===== src/rtl/sseg_controller.sv =====
// rtl/sseg_controller.sv - bus-mapped four-digit multiplexed seven-segment display controller
// Optional build macro SSEG_BLANK_LEADING_ZEROS_EN blanks leading zero digits above digit 0.
module sseg_controller #(
  parameter logic [31:0] BASE_ADDR   = 32'h0000_2008,
  parameter int          REFRESH_DIV = 100000
) (
  input  logic        clk,
  input  logic        rst,
  input  logic        req,
  input  logic        we,
  input  logic [31:0] addr,
  input  logic [31:0] wdata,
  input  logic [3:0]  be,
  output logic        ack,
  output logic [31:0] rdata,
  output logic [3:0]  an,
  output logic [6:0]  seg,
  output logic        dp
);

  localparam int DIV_W = (REFRESH_DIV > 2) ? $clog2(REFRESH_DIV) : 1;

  logic [23:0]      ctrl;
  logic [DIV_W-1:0] div_cnt;
  logic [1:0]       idx;
  logic             hit;
  logic             wrap;
  logic [3:0]       nib;
  logic             digit_on;
  logic             lead_zero;
  logic [3:0]       an_nxt;
  logic [6:0]       seg_nxt;
  logic             dp_nxt;
  logic [3:0]       en_vec;
  logic [3:0]       dp_vec;

  // Byte 3 of the bus word and the byte offset within the word are never used.
  logic unused_bits;
  assign unused_bits = &{1'b0, be[3], addr[1:0], wdata[31:24]};

  assign hit    = req && (addr[31:2] == BASE_ADDR[31:2]);
  assign wrap   = (div_cnt == DIV_W'(REFRESH_DIV - 1));
  assign en_vec = ctrl[23:20];
  assign dp_vec = ctrl[19:16];

  function automatic logic [6:0] hex_decode(input logic [3:0] v);
    logic [6:0] s;
    case (v)
      4'h0: s = 7'h40;
      4'h1: s = 7'h79;
      4'h2: s = 7'h24;
      4'h3: s = 7'h30;
      4'h4: s = 7'h19;
      4'h5: s = 7'h12;
      4'h6: s = 7'h02;
      4'h7: s = 7'h78;
      4'h8: s = 7'h00;
      4'h9: s = 7'h10;
      4'hA: s = 7'h08;
      4'hB: s = 7'h03;
      4'hC: s = 7'h46;
      4'hD: s = 7'h21;
      4'hE: s = 7'h06;
      default: s = 7'h0E;
    endcase
    return s;
  endfunction

  always_comb begin
    nib = 4'h0;
    case (idx)
      2'd0: nib = ctrl[3:0];
      2'd1: nib = ctrl[7:4];
      2'd2: nib = ctrl[11:8];
      default: nib = ctrl[15:12];
    endcase
  end

`ifdef SSEG_BLANK_LEADING_ZEROS_EN
  // A digit is a leading zero when it and every more significant nibble are zero.
  always_comb begin
    lead_zero = 1'b0;
    case (idx)
      2'd1: lead_zero = (ctrl[15:4] == 12'h000);
      2'd2: lead_zero = (ctrl[15:8] == 8'h00);
      2'd3: lead_zero = (ctrl[15:12] == 4'h0);
      default: lead_zero = 1'b0;
    endcase
  end
`else
  assign lead_zero = 1'b0;
`endif

  always_comb begin
    digit_on = en_vec[idx] && !lead_zero;
    an_nxt   = digit_on ? ~(4'b0001 << idx) : 4'hF;
    seg_nxt  = digit_on ? hex_decode(nib) : 7'h7F;
    dp_nxt   = ~(digit_on && dp_vec[idx]);
  end

  always_ff @(posedge clk or posedge rst) begin
    if (rst) begin
      ctrl    <= '0;
      div_cnt <= '0;
      idx     <= 2'd0;
      ack     <= 1'b0;
      rdata   <= '0;
      an      <= 4'hF;
      seg     <= 7'h7F;
      dp      <= 1'b1;
    end else begin
      ack   <= hit;
      rdata <= (hit && !we) ? {8'h00, ctrl} : 32'h0;
      if (hit && we) begin
        for (int k = 0; k < 3; k++) begin
          if (be[k]) ctrl[8*k +: 8] <= wdata[8*k +: 8];
        end
      end
      if (wrap) begin
        div_cnt <= '0;
        idx     <= idx + 2'd1;
      end else begin
        div_cnt <= div_cnt + DIV_W'(1);
      end
      an  <= an_nxt;
      seg <= seg_nxt;
      dp  <= dp_nxt;
    end
  end

endmodule


===== config.mk =====
export PLATFORM = sky130hd
export DESIGN_NAME = sseg_controller
export DESIGN_NICKNAME = d
export VERILOG_FILES = /design/src/rtl/sseg_controller.sv
export SDC_FILE = /design/constraint.sdc
export NUM_CORES = 1
export LEC_CHECK = 0
export CELL_PAD_IN_SITES_DETAIL_PLACEMENT = 0
export CELL_PAD_IN_SITES_GLOBAL_PLACEMENT = 2
export CORE_MARGIN = 5
export CORE_UTILIZATION = 27
export CTS_CLUSTER_DIAMETER = 200
export DETAILED_ROUTE_END_ITERATION = 16
export PLACE_DENSITY_LB_ADDON = 0.1
export SETUP_SLACK_MARGIN = 0.15
export SYNTH_ARGS = -nofsm -noshare
export SYNTH_HDL_FRONTEND = slang
export SYNTH_SLANG_ARGS = --single-unit

===== constraint.sdc =====
create_clock -name clk -period 2.54 [get_ports clk]
set_input_delay 0.508 -clock clk [delete_from_list [all_inputs] [get_ports clk]]
set_output_delay 0.508 -clock clk [all_outputs]
set_load 0.02 [all_outputs]

[After elaboration in Yosys (flattened, before gate mapping)]
Memory sizes are Yosys's and may differ from the RTL's.
Cells that the tools add are included.
Operators by class
  $add $sub $neg: 2
  $lt $le $gt $ge: 1
  equal/unequal tests: 4
  shifts and indexed selects: 1
  multiplexer cells: 9
  bitwise gates (word level): 2
  reduce and logical (&&, ||, !) cells: 9
Operator list (count)
  30-bit by 12-bit equality test with 1-bit output (second input constant): 1
  24-bit 2-to-1 mux: 1
  17-bit by 1-bit adder with 17-bit output (second input constant): 1
  17-bit equality test (second input constant): 1
  17-bit 2-to-1 mux: 1
  4-bit one-hot mux with 3 select lines: 1
  7-bit 2-to-1 mux: 1
  2-bit AND reduction: 3
  1-bit binary-select mux with 2-bit select: 2
  1-bit logical AND: 4
  4-bit 2-to-1 mux: 1
  4-bit inverter: 1
  1-bit by 2-bit << shifter with 4-bit output (first input constant): 1
  2-bit by 3-bit less-than comparator with 1-bit output (second input constant): 1
  2-bit by 1-bit adder with 2-bit output (second input constant): 1
  2-bit by 1-bit equality test with 1-bit output (second input constant): 1
  2-bit equality test (second input constant): 1
  2-bit logical NOT: 1
  1-bit 2-to-1 mux: 2
  1-bit logical NOT: 1
  1-bit inverter: 1
Word-level totals
  flip-flop bits (word level): 80
  bits in read-only memories: 112
  input port bits: 72
  output and inout port bits: 45
  word-level logic and storage cells: 39
  memories: 1
Memory list
  (no name shown): depth 16, width 7, rd ports 1, clocked after memory_dff 0, wr ports 0, line 48  | case (v)

[Logic depth before layout (Yosys ltp)]
Gate-level depths: netlist (run 1).
  depth in word-level cells: 4
  gate-level depth with buffers: 9

[Worst setup path before layout (run 1)]
Ideal clock, no wire load.
  kind: register to register
  from: reg idx[0]
  to: reg seg[3]
  setup time: 0.083 ns
  data arrival time: 1.968 ns
  required time: 2.457 ns
  slack: 0.489 ns
  cell stages (with the launch flop): 9
  cell sequence: dfrtp_1 > inv_1 > ha_1 > a222oi_1 > a21oi_1 > inv_1 > ha_1 > mux2i_1 > o32a_1
Between the ends
  cells in the longest elaborated chain, start to end: 4
Ends and longest elaborated chain
  start: declaration: line 25  | logic [1:0] idx;
  start signal: assignment: line 121  | idx <= idx + 2'd1;
  2-bit equality test (tied with other cells): line 71  | case (idx)
  4-bit one-hot mux with 3 select lines: line 71
  memory read 16 x 7 bit
  7-bit 2-to-1 mux *: line 97  | seg_nxt = digit_on ? hex_decode(nib) : 7'h7F;
  net seg_nxt[3]: line 32  | logic [6:0] seg_nxt;
  end signal: assignment: line 126  | seg <= seg_nxt;
  end: declaration: line 17  | output logic [6:0] seg,
Mark *: on every way through the listed nets, which the timed path passes. The rest lies on a longest branch. The select of a mux whose other input is x is not followed.
A chain may end at the register's enable or synchronous reset.

[Final worst setup path (run 1)]
  from: reg idx[0]
  to: reg seg[5]
Same word-level chain as after synthesis.

==> results of run 1 <==
## flip-flops by register name, indices dropped and copies added (netlist names)
signal   flops
ack          1
an           4
ctrl        24
div_cnt     17
dp           1
idx          2
rdata       24
seg          7
## through the flow
stage	hold WS (ps)	std cells	cell area, um2	setup slack, ps
finish	487	585	5270	369
global route	530	585	5270	172
CTS	492	585	5260	221
detailed placement	483	569	4930	47.2
global placement	479	569	4930	41.3
floorplan	455	292	3630	489
## layer usage
layer / GRT usage, % / up-vias
li1: - / 1221
met1: 14.9 / 1221
met2: 19.0 / 50
met3: 2.73 / 7
met4: 4.59 / 0
met5: 0 / -
## cell usage after synthesis, types with 2 or more instances
master | instances | area (um2)
a21oi_1 | 6 | 30.0
mux2i_1 | 4 | 40.0
ha_1 | 11 | 138
dfrtp_1 | 68 | 1700
nor4_4 | 3 | 63.8
buf_4 | 8 | 60.1
inv_1 | 17 | 63.8
nor4b_2 | 3 | 45.0
a22o_1 | 2 | 17.5
and4_1 | 3 | 26.3
nor3_1 | 4 | 20.0
and2_1 | 23 | 144
xnor2_1 | 12 | 105
mux4_2 | 2 | 45.0
clkbuf_1 | 4 | 15.0
nor2b_1 | 3 | 18.8
dfstp_2 | 12 | 315
mux2_1 | 3 | 33.8
mux2_2 | 22 | 248
or3_1 | 2 | 12.5
a222oi_1 | 2 | 20.0
buf_2 | 3 | 15.0
nand3_1 | 7 | 35.0
xor2_1 | 3 | 26.3
or4_1 | 2 | 15.0
o221ai_1 | 2 | 17.5
a22oi_1 | 3 | 22.5
o21ai_0 | 3 | 15.0
nand2_1 | 12 | 45.0
nor2_1 | 10 | 37.5
nand4_1 | 3 | 18.8
nor4_1 | 7 | 43.8
## final cells by class
type / instances / area [um2]
clock buffer: 14 / 274
clock inverter: 2 / 60.1
fill: 1302 / 7870
inverter: 17 / 67.6
multi-input combinational: 180 / 1470
sequential: 80 / 2020
tap: 176 / 220
timing repair buffer: 116 / 1160
## cell families (layout without fill, tap and decap cells)
kind of cell | Yosys count | after routing
compound gates | 26 | 26
xor+xnor | 15 | 15
fa+ha+maj | 11 | 11
buf+inv | 32 | 149
flops | 80 | 80
mux | 31 | 31
other cells | 1 | 8
simple gates | 89 | 89
## report_power, final
group	leakage (nW)	switching [mW]	total, mW	internal, mW
registers	1.06	0.00000000280	1.28	1.28
clock network	0.163	0.507	1.45	0.943
logic	1.07	0.0572	0.145	0.0878
total	2.29	0.565	2.87	2.31
## critical path, stage by stage, from the launching register on
cell and delay (ps):
dfrtp_1 370, buf_4 160, ha_1 280, a222oi_1 420, a21o_1 370, buf_4 210, nand2_1 70, o221ai_1 200
## cells in the final DEF (no fill, tap or decap), types with 4 or more instances in the layout
cell,instances
mux2i_1,4
dfstp_2,12
inv_1,16
buf_12,4
nor2_1,10
xnor2_1,12
ha_1,11
conb_1,8
clkdlybuf4s50_1,97
nand2_1,12
mux2_2,22
dfrtp_1,68
a21oi_1,5
clkbuf_16,9
buf_4,15
nand3_1,7
nor4_1,7
and2_1,23
## timing repair
action | 4_1_cts | 5_1_grt
resized for setup | 0 | 2
endpoints found under the setup margin | 0 | 4
hold endpoints to repair | 0 | 0
## worst paths after layout
| check | start | to | slack (ps) | cells after the start |
|---|---|---|---|---|
| setup / recovery | idx[0] | seg[5] | 370 | 7 |
| hold / removal | div_cnt[4] | div_cnt[4] | 490 | 1 |
| setup reg to reg | idx[0] | seg[5] | 370 | 7 |
| hold reg to reg | div_cnt[4] | div_cnt[4] | 490 | 1 |
| max in group asynchronous | rst | an[3] | 1530 | 3 |
| min in group asynchronous | rst | rdata[16] | 630 | 3 |
==> impl_results.md, run 1 <==
- Outcome: finished, final reports clean
- Crit path DAT: 2420 ps
- FF+latch count, synth: 80
- Root Driver: clkbuf_16
- Final ANT Viol Nets: 0
- Tcrit/Tclk final: 85.5%
- DR WL met2: 4540 um
- Critical path type: register to register
- Sum of negative setup slack: 0 ps
- Starting density of the core: 27.4%
- GRT Util Overall: 11.6%
- First-pass GRT wire length: 14500 um
- Clock Path Buffers: 2
- Share of layout cells above drive strength 1: 20.5%
- CP Capture Type: register
- Post-synthesis simple-gate area fraction: 16.7%
- Wire length on met1: 4010 um
- Overall power: 2.87 mW
- Vias in the first global route: 2686
- DIE AREA: 0.0157 mm2
- Fmax: 461 MHz
- Layout Nets: 487
- Antenna cells: 0
- Compound-Gate Fraction of Synth Area: 5.25%
- Largest net degree at the start of global routing: 81
- Max rail drop VDD: 265 uV
- Vias per cell: 4.27
- Main combinational cell family by area after synthesis: simple AND/OR/NAND/NOR gates
- Post-layout util: 40.1%
- Cells after Synth: 285
- Die W: 125 um
- Wire length per cell: 15.4 um
- Inserted Clock Buffers: 9
- Max-Cap Viols: 0
- Crit-path max FO: 8
- CTS hold repair buffers: 0
- PortBufs: 97
- Synth Area in XOR/XNOR: 3.65%
- Synth unique cells: 48
- P_leak: 2.29 nW
- Synthesis warning total: 0
- Rows: 42
- Post-synthesis sequential area ratio: 56.0%
- Worst Setup Start Kind: register
- Top Metal Used: met4
- Total count of hold-check failures in the final report: 0
- Antenna violations before repair: 0
- Min cycle time layout: 2170 ps
- Post-route DRC: 0
- Post-CTS Setup Bufs: 0
- Die height: 125 um
- Hold Crit Class: register to register
- Clk_lat worst skew: 340 ps
- DRT Pass-1 Iters: 4
- RSZ-0062 raised after global routing: false
- Synth Flop Type: dfrtp_1
- GR Overflow Total: 0
- DRT iter0 DRCs: 126
- Required @ worst endpoint: 2790 ps
- CTS tree: yes
- Hpwl dp: 6680 um
- WL met3: 358 um
- IO Pins: 117
- Post-synth EDFFs: 0
- Max-slew violations: 0
- Reg clk slew, reported paths: 60 ps
- Layout area overhead: 46.3%
- Via Count: 2499
- H-tree levels: 3
- Async S/R FF share, synth: 100%
- Area of the mapped netlist: 0.00360 mm2
- Setup-failing EPs final: 0
- Routed WL: 9020 um
- Global placement routability congestion: 0.721
- Post-synthesis adder-cell area fraction: 3.82%
- Power Density: 545 mW/mm2
- Syn Area/Cell: 12.6 um2
- Post-Route Skew: 9.44 ps
- Core footprint: 0.0131 mm2
- Post-synthesis mux area share: 10.2%
- # clock sinks: 80
Power figures use the tool's default switching activity.
==> run 2, diff against run 1 <==
GPL_TIMING_DRIVEN = 0   (was not set)
==> impl_results.md, run 2 (synthesis gave the netlist of run 1 again) <==
- CTS hold repair buffers: 0 (unchanged)
- Fill cell count: 1295 (-0.54%)
- Routed WL: 9030 um (+0.11%)
- Setup-failing EPs final: 0 (unchanged)
- Worst Setup Start Kind: input pin
- Switching Share: 20.7% (+0.98 points)
- Cells after DPL: 567 (-0.35%)
- Final hold slack: 494 ps (+7.04 ps)
- Max incr delay on CP: 400 ps (-20 ps)
- Share of layout cells above drive strength 1: 23.4% (+2.9 points)
- Largest net degree at the start of global routing: 36 (-56%)
- Global placement routability congestion: 0.740 (+2.5%)
- CP Capture Type: register
- Antenna cells: 0 (unchanged)
- Max-Cap Viols: 0 (unchanged)
- Post-route DRC: 0 (unchanged)
- Critical Path Most Common Cell: buf_4
- Cell Count, Final, Fillers Out: 595 (+1.7%)
- Post-layout util: 40.2% (+0.076 points)
- Required @ worst endpoint: 2760 ps (-30 ps)
- Core footprint: 0.0131 mm2 (unchanged)
- Critical Path, Cell by Cell: clkdlybuf4s50_1 -> nor4_1 -> nand4_2 -> buf_4 -> nor4_4 -> buf_4 -> mux2_2
- Power Density: 522 mW/mm2 (-4.2%)
- # clock sinks: 80 (unchanged)
- Critical path type: input pin to register
- CP max-delay cell: clkdlybuf4s50_1
- First-pass GRT wire length: 14600 um (+1.1%)
- Max-Slew Margin vs Limit: 61.5%
- Max rail drop VDD: 297 uV (+12%)
- Comb power frac: 5.7% (+0.7 points)
- DRT Pass-1 Iters: 4 (unchanged)
- Area after DPL: 0.00486 mm2 (-1.4%)
- Rows: 42 (unchanged)
- Net switching power: 0.569 mW (+0.79%)
- Tcrit/Tclk final: 88.1% (+2.6 points)
- Fmax: 447 MHz (-3.0%)
- GR Overflow Total: 0 (unchanged)
- Via Count: 2542 (+1.7%)
- Final ANT Viol Nets: 0 (unchanged)
- Inserted Clock Buffers: 9 (unchanged)
- Worst-Margin Slew: 577 ps
- Seq pwr share: 46.3% (+1.9 points)
- Outcome: finished, final reports clean
- Final instance area: 0.00528 mm2 (+0.19%)
- Crit-path max FO: 8 (unchanged)
- Hold Crit Class: register to register
- Wire length per cell: 15.2 um (-1.6%)
- Reg clk slew, reported paths: 60 ps (about the same)
- Internal power: 2.19 mW (-5.2%)
- Min cycle time layout: 2240 ps (+67.3 ps)
- GRT Util Overall: 11.8% (+0.13 points)
- Top flop regs: ctrl x24, rdata x24, div_cnt x17
- Clk pwr share: 48.0% (-2.5 points)
- Starting density of the core: 27.4% (unchanged)
- IO Pins: 117 (unchanged)
- Vias in the first global route: 2743 (+2.1%)
- Die W: 125 um (unchanged)
- RSZ-0062 raised after global routing: false
- Post-Route Skew: 6.02 ps (-3.41 ps)
- Total count of hold-check failures in the final report: 0 (unchanged)
- Vias per cell: 4.27 (about the same)
- H-tree levels: 3 (unchanged)
- Layout area overhead: 46.6%
- Layout Nets: 497 (+2.1%)
- PortBufs: 97 (unchanged)
- Clock Path Buffers: 2 (unchanged)
- P_leak: 2.31 nW (+0.76%)
- Clk_lat worst skew: 340 ps (about the same)
- CTS tree: yes
- Max-slew violations: 0 (unchanged)
- Most common cell after layout, fill and taps aside: clkdlybuf4s50_1
- Commonest cells after routing, fill and taps aside: clkdlybuf4s50_1, dfrtp_1, and2_1
- Antenna violations before repair: 0 (unchanged)
- Root Driver: clkbuf_16
- Crit path DAT: 2450 ps (+30 ps)
- DRT iter0 DRCs: 81 (-36%)
- Die height: 125 um (unchanged)
- DIE AREA: 0.0157 mm2 (unchanged)
- Hpwl dp: 6890 um (+3.2%)
-- run 2: cell count changes in the layout (fill, tap and decap cells not counted), moves of 3 or more --
cell,previous run,this run
buf_2,0,3
clkbuf_1,2,5
buf_4,15,20
ha_2,0,3
ha_1,11,8
-- run 2: power by group through the flow --
stage          Combinational [mW]  Clock, mW  Sequential, mW
2_1_floorplan              0.0485          0            1.30
3_3_place_gp                0.153          0            1.30
3_5_place_dp                0.161          0            1.30
4_1_cts                     0.162       1.36            1.28
5_1_grt                     0.173       1.41            1.27
6_report                    0.158       1.32            1.28
-- run 2: what timing repair did --
item	CTS	global route
buffers inserted	4	8
setup endpoints to repair	35	38
pin swaps	3	6
resized for setup	3	9
-- run 2: path summary, 6_finish.rpt --
kind | startpoint | endpoint | slack, ps | cells past startpoint
min | div_cnt[4] | div_cnt[4] | 490 | 1
min in group asynchronous | rst | rdata[19] | 570 | 2
max | addr[16] | ctrl[2] | 300 | 7
min reg2reg | div_cnt[4] | div_cnt[4] | 490 | 1
max in group asynchronous | rst | seg[2] | 1140 | 4
max reg2reg | idx[1] | seg[1] | 350 | 8
-- run 2: metal layers --
layer	vias to the layer above	GRT usage, %	routed length [um]
li1	1247	-	-
met1	1229	14.8	3960
met2	56	19.6	4520
met3	10	2.94	401
met4	0	4.40	145
met5	-	0	0
-- run 2: final cells by class --
type	count	area (um2)	share of cell area (%)
flip-flops and latches	80	2020	38.3
plain buffers	15	91.3	1.73
inverters	17	67.6	1.28
well taps	176	220	4.17
clock inverters	3	40.0	0.758
multi-input cells	180	1480	28.0
clock buffers	13	260	4.93
repair buffers	111	1100	20.9
-- run 2: through the flow --
| stage | power (mW) | setup TNS [ps] | worst slack [ps] |
|---|---|---|---|
| after floorplan | 1.35 | 0 | 489 |
| after global placement | 1.45 | -11910 | -394 |
| after detailed placement | 1.46 | -10240 | -352 |
| after CTS | 2.80 | 0 | 159 |
| after global routing | 2.86 | 0 | 161 |
| final | 2.76 | 0 | 302 |
-- run 2: critical path, delay by kind of cell --
kind                   cells  cell delay, ps
buffers and inverters      3             830
AND/OR/NAND/NOR            3             770
multiplexers               1             340
==> run 3, diff against run 2 <==
CAP_MARGIN = 20   (was not set)
PLACE_DENSITY = 0.84   (was not set)
PLACE_DENSITY_LB_ADDON = not set   (was 0.1)
==> impl_results.md, run 3 (synthesis gave the netlist of run 1 again) <==
- Starting density of the core: 27.4% (unchanged)
- Commonest cells after routing, fill and taps aside: clkdlybuf4s50_1, dfrtp_1, and2_1
- Clock Path Buffers: 2 (unchanged)
- Antenna cells: 0 (unchanged)
- GRT Util Overall: 10.5% (-1.3 points)
- Largest net degree at the start of global routing: 45 (+25%)
- Hold Startpoint: div_cnt[0]
- Cells after DPL: 566 (-0.18%)
- Routed WL: 8020 um (-11%)
- Wire length per cell: 13.6 um (-11%)
- RSZ-0062 raised after global routing: false
- Vias in the first global route: 2721 (-0.80%)
- DRT iter0 DRCs: 77 (-4.9%)
- Antenna violations before repair: 0 (unchanged)
- Max-Cap Viols: 0 (unchanged)
- Post-layout util: 39.8% (-0.42 points)
- Outcome: finished, final reports clean
- CP max-delay cell: a222oi_1
- Critical path type: register to register
- Required @ worst endpoint: 2790 ps (+30 ps)
- # clock sinks: 80 (unchanged)
- PortBufs: 97 (unchanged)
- Clk_lat worst skew: 330 ps (about the same)
- Worst Setup Start Kind: register
- GR Overflow Total: 0 (unchanged)
- Max incr delay on CP: 490 ps (+90 ps)
- Area after DPL: 0.00484 mm2 (-0.41%)
- Post-place setup slack: -408 ps (-56.0 ps)
- Sum of negative setup slack: 0 ps (unchanged)
- Worst Setup SP: idx[0]
- Tcrit/Tclk final: 89.7% (+1.5 points)
- Top flop regs: ctrl x24, rdata x24, div_cnt x17
- Overall power: 2.69 mW (-2.4%)
- CTS tree: yes
- First-pass GRT wire length: 13200 um (-9.5%)
- Critical Path Most Common Cell: inv_1
- Crit path DAT: 2520 ps (+70 ps)
- Share of layout cells above drive strength 1: 21.5% (-1.9 points)
- Vias per cell: 4.32 (+1.0%)
- Power Density: 515 mW/mm2 (-1.3%)
- Min cycle time layout: 2280 ps (+39.3 ps)
- Layout area overhead: 45.1%
- Crit-path max FO: 5 (-3)
- CP delay by family, top: compound AO/OA/AOI/OAI gates
- Die W: 125 um (unchanged)
- Hpwl dp: 6170 um (-10%)
- CTS hold repair buffers: 0 (unchanged)
- Final worst slack: 263 ps (-39.3 ps)
- Max rail drop VDD: 312 uV (+5.1%)
- Via Count: 2547 (+0.20%)
- Max-slew violations: 0 (unchanged)
- Critical Path, Cell by Cell: inv_1 -> ha_2 -> a222oi_1 -> a21oi_2 -> inv_1 -> ha_1 -> a221o_1
- P_leak: 2.27 nW (-1.6%)
- Setup-failing EPs final: 0 (unchanged)
- Worst-Margin Slew: 831 ps (+254 ps)
- DIE AREA: 0.0157 mm2 (unchanged)
- Inserted Clock Buffers: 9 (unchanged)
- Total count of hold-check failures in the final report: 0 (unchanged)
- Hold Crit Class: register to register
- FF-to-FF Start: idx[0]
- Global placement routability congestion: 0.756 (+2.3%)
- Fmax: 439 MHz (-1.7%)
- IO Pins: 117 (unchanged)
- DRT Pass-1 Iters: 5 (+1)
- Final ANT Viol Nets: 0 (unchanged)
- Post-Route Skew: 8.99 ps (+2.97 ps)
- Most common cell after layout, fill and taps aside: clkdlybuf4s50_1
- Post-route DRC: 0 (unchanged)
- Cell Count, Final, Fillers Out: 590 (-0.84%)
- Final hold slack: 488 ps (-6.04 ps)
- H-tree levels: 3 (unchanged)
- Fill cell count: 1273 (-1.7%)
- Final instance area: 0.00522 mm2 (-1.0%)
- Root Driver: clkbuf_16
- Reg clk slew, reported paths: 60 ps (about the same)
- Layout Nets: 492 (-1.0%)
- Rows: 42 (unchanged)
- CP Capture Type: register
- Core footprint: 0.0131 mm2 (unchanged)
- Die height: 125 um (unchanged)
- Max-Slew Margin vs Limit: 44.5% (-17 points)
- CP bufs+invs: 2 (-1)
## run 3: worst reg2reg max path, stage by stage (launching register included)
cell and delay (ps):
dfrtp_2 430, inv_1 110, ha_2 240, a222oi_1 490
a21oi_2 170, inv_1 160, ha_1 260, a221o_1 330
## run 3: per-layer routing
metal | routed length [um] | part of all wire [%] | GRT usage [%]
met5 | 0 | 0 | 0
met4 | 127 | 1.6 | 3.51
met3 | 452 | 5.6 | 3.54
met2 | 4080 | 51 | 18.3
met1 | 3360 | 42 | 12.0
## run 3: area by class of cell
cell class	count	area, um2	area share (%)
Sequential cell	80	2020	38.7
Clock buffer	13	250	4.79
Buffer	15	90.1	1.72
Clock inverter	3	42.5	0.814
Inverter	17	67.6	1.29
Tap cell	176	220	4.22
Timing Repair Buffer	106	1050	20.1
Multi-Input combinational cell	180	1480	28.4
## run 3: repair_timing
item / 4_1_cts / 5_1_grt
setup buffers: 5 / 3
pin swaps: 7 / 4
resized for setup: 4 / 5
endpoints found under the setup margin: 51 / 51
## run 3: path summary, 6_finish.rpt
check                                  end  slack (ps)  cells after the start
worst min register to register  div_cnt[0]         490                      1
min in group asynchronous       div_cnt[2]         680                      2
worst max-delay path                seg[1]         260                      7
max in group asynchronous           seg[0]        1130                      3
worst max register to register      seg[1]         260                      7
worst min-delay path            div_cnt[0]         490                      1
## run 3: where the power goes
group / switching (mW) / internal, mW
registers: 0.00000000254 / 1.28
clock network: 0.472 / 0.787
logic: 0.0604 / 0.0958
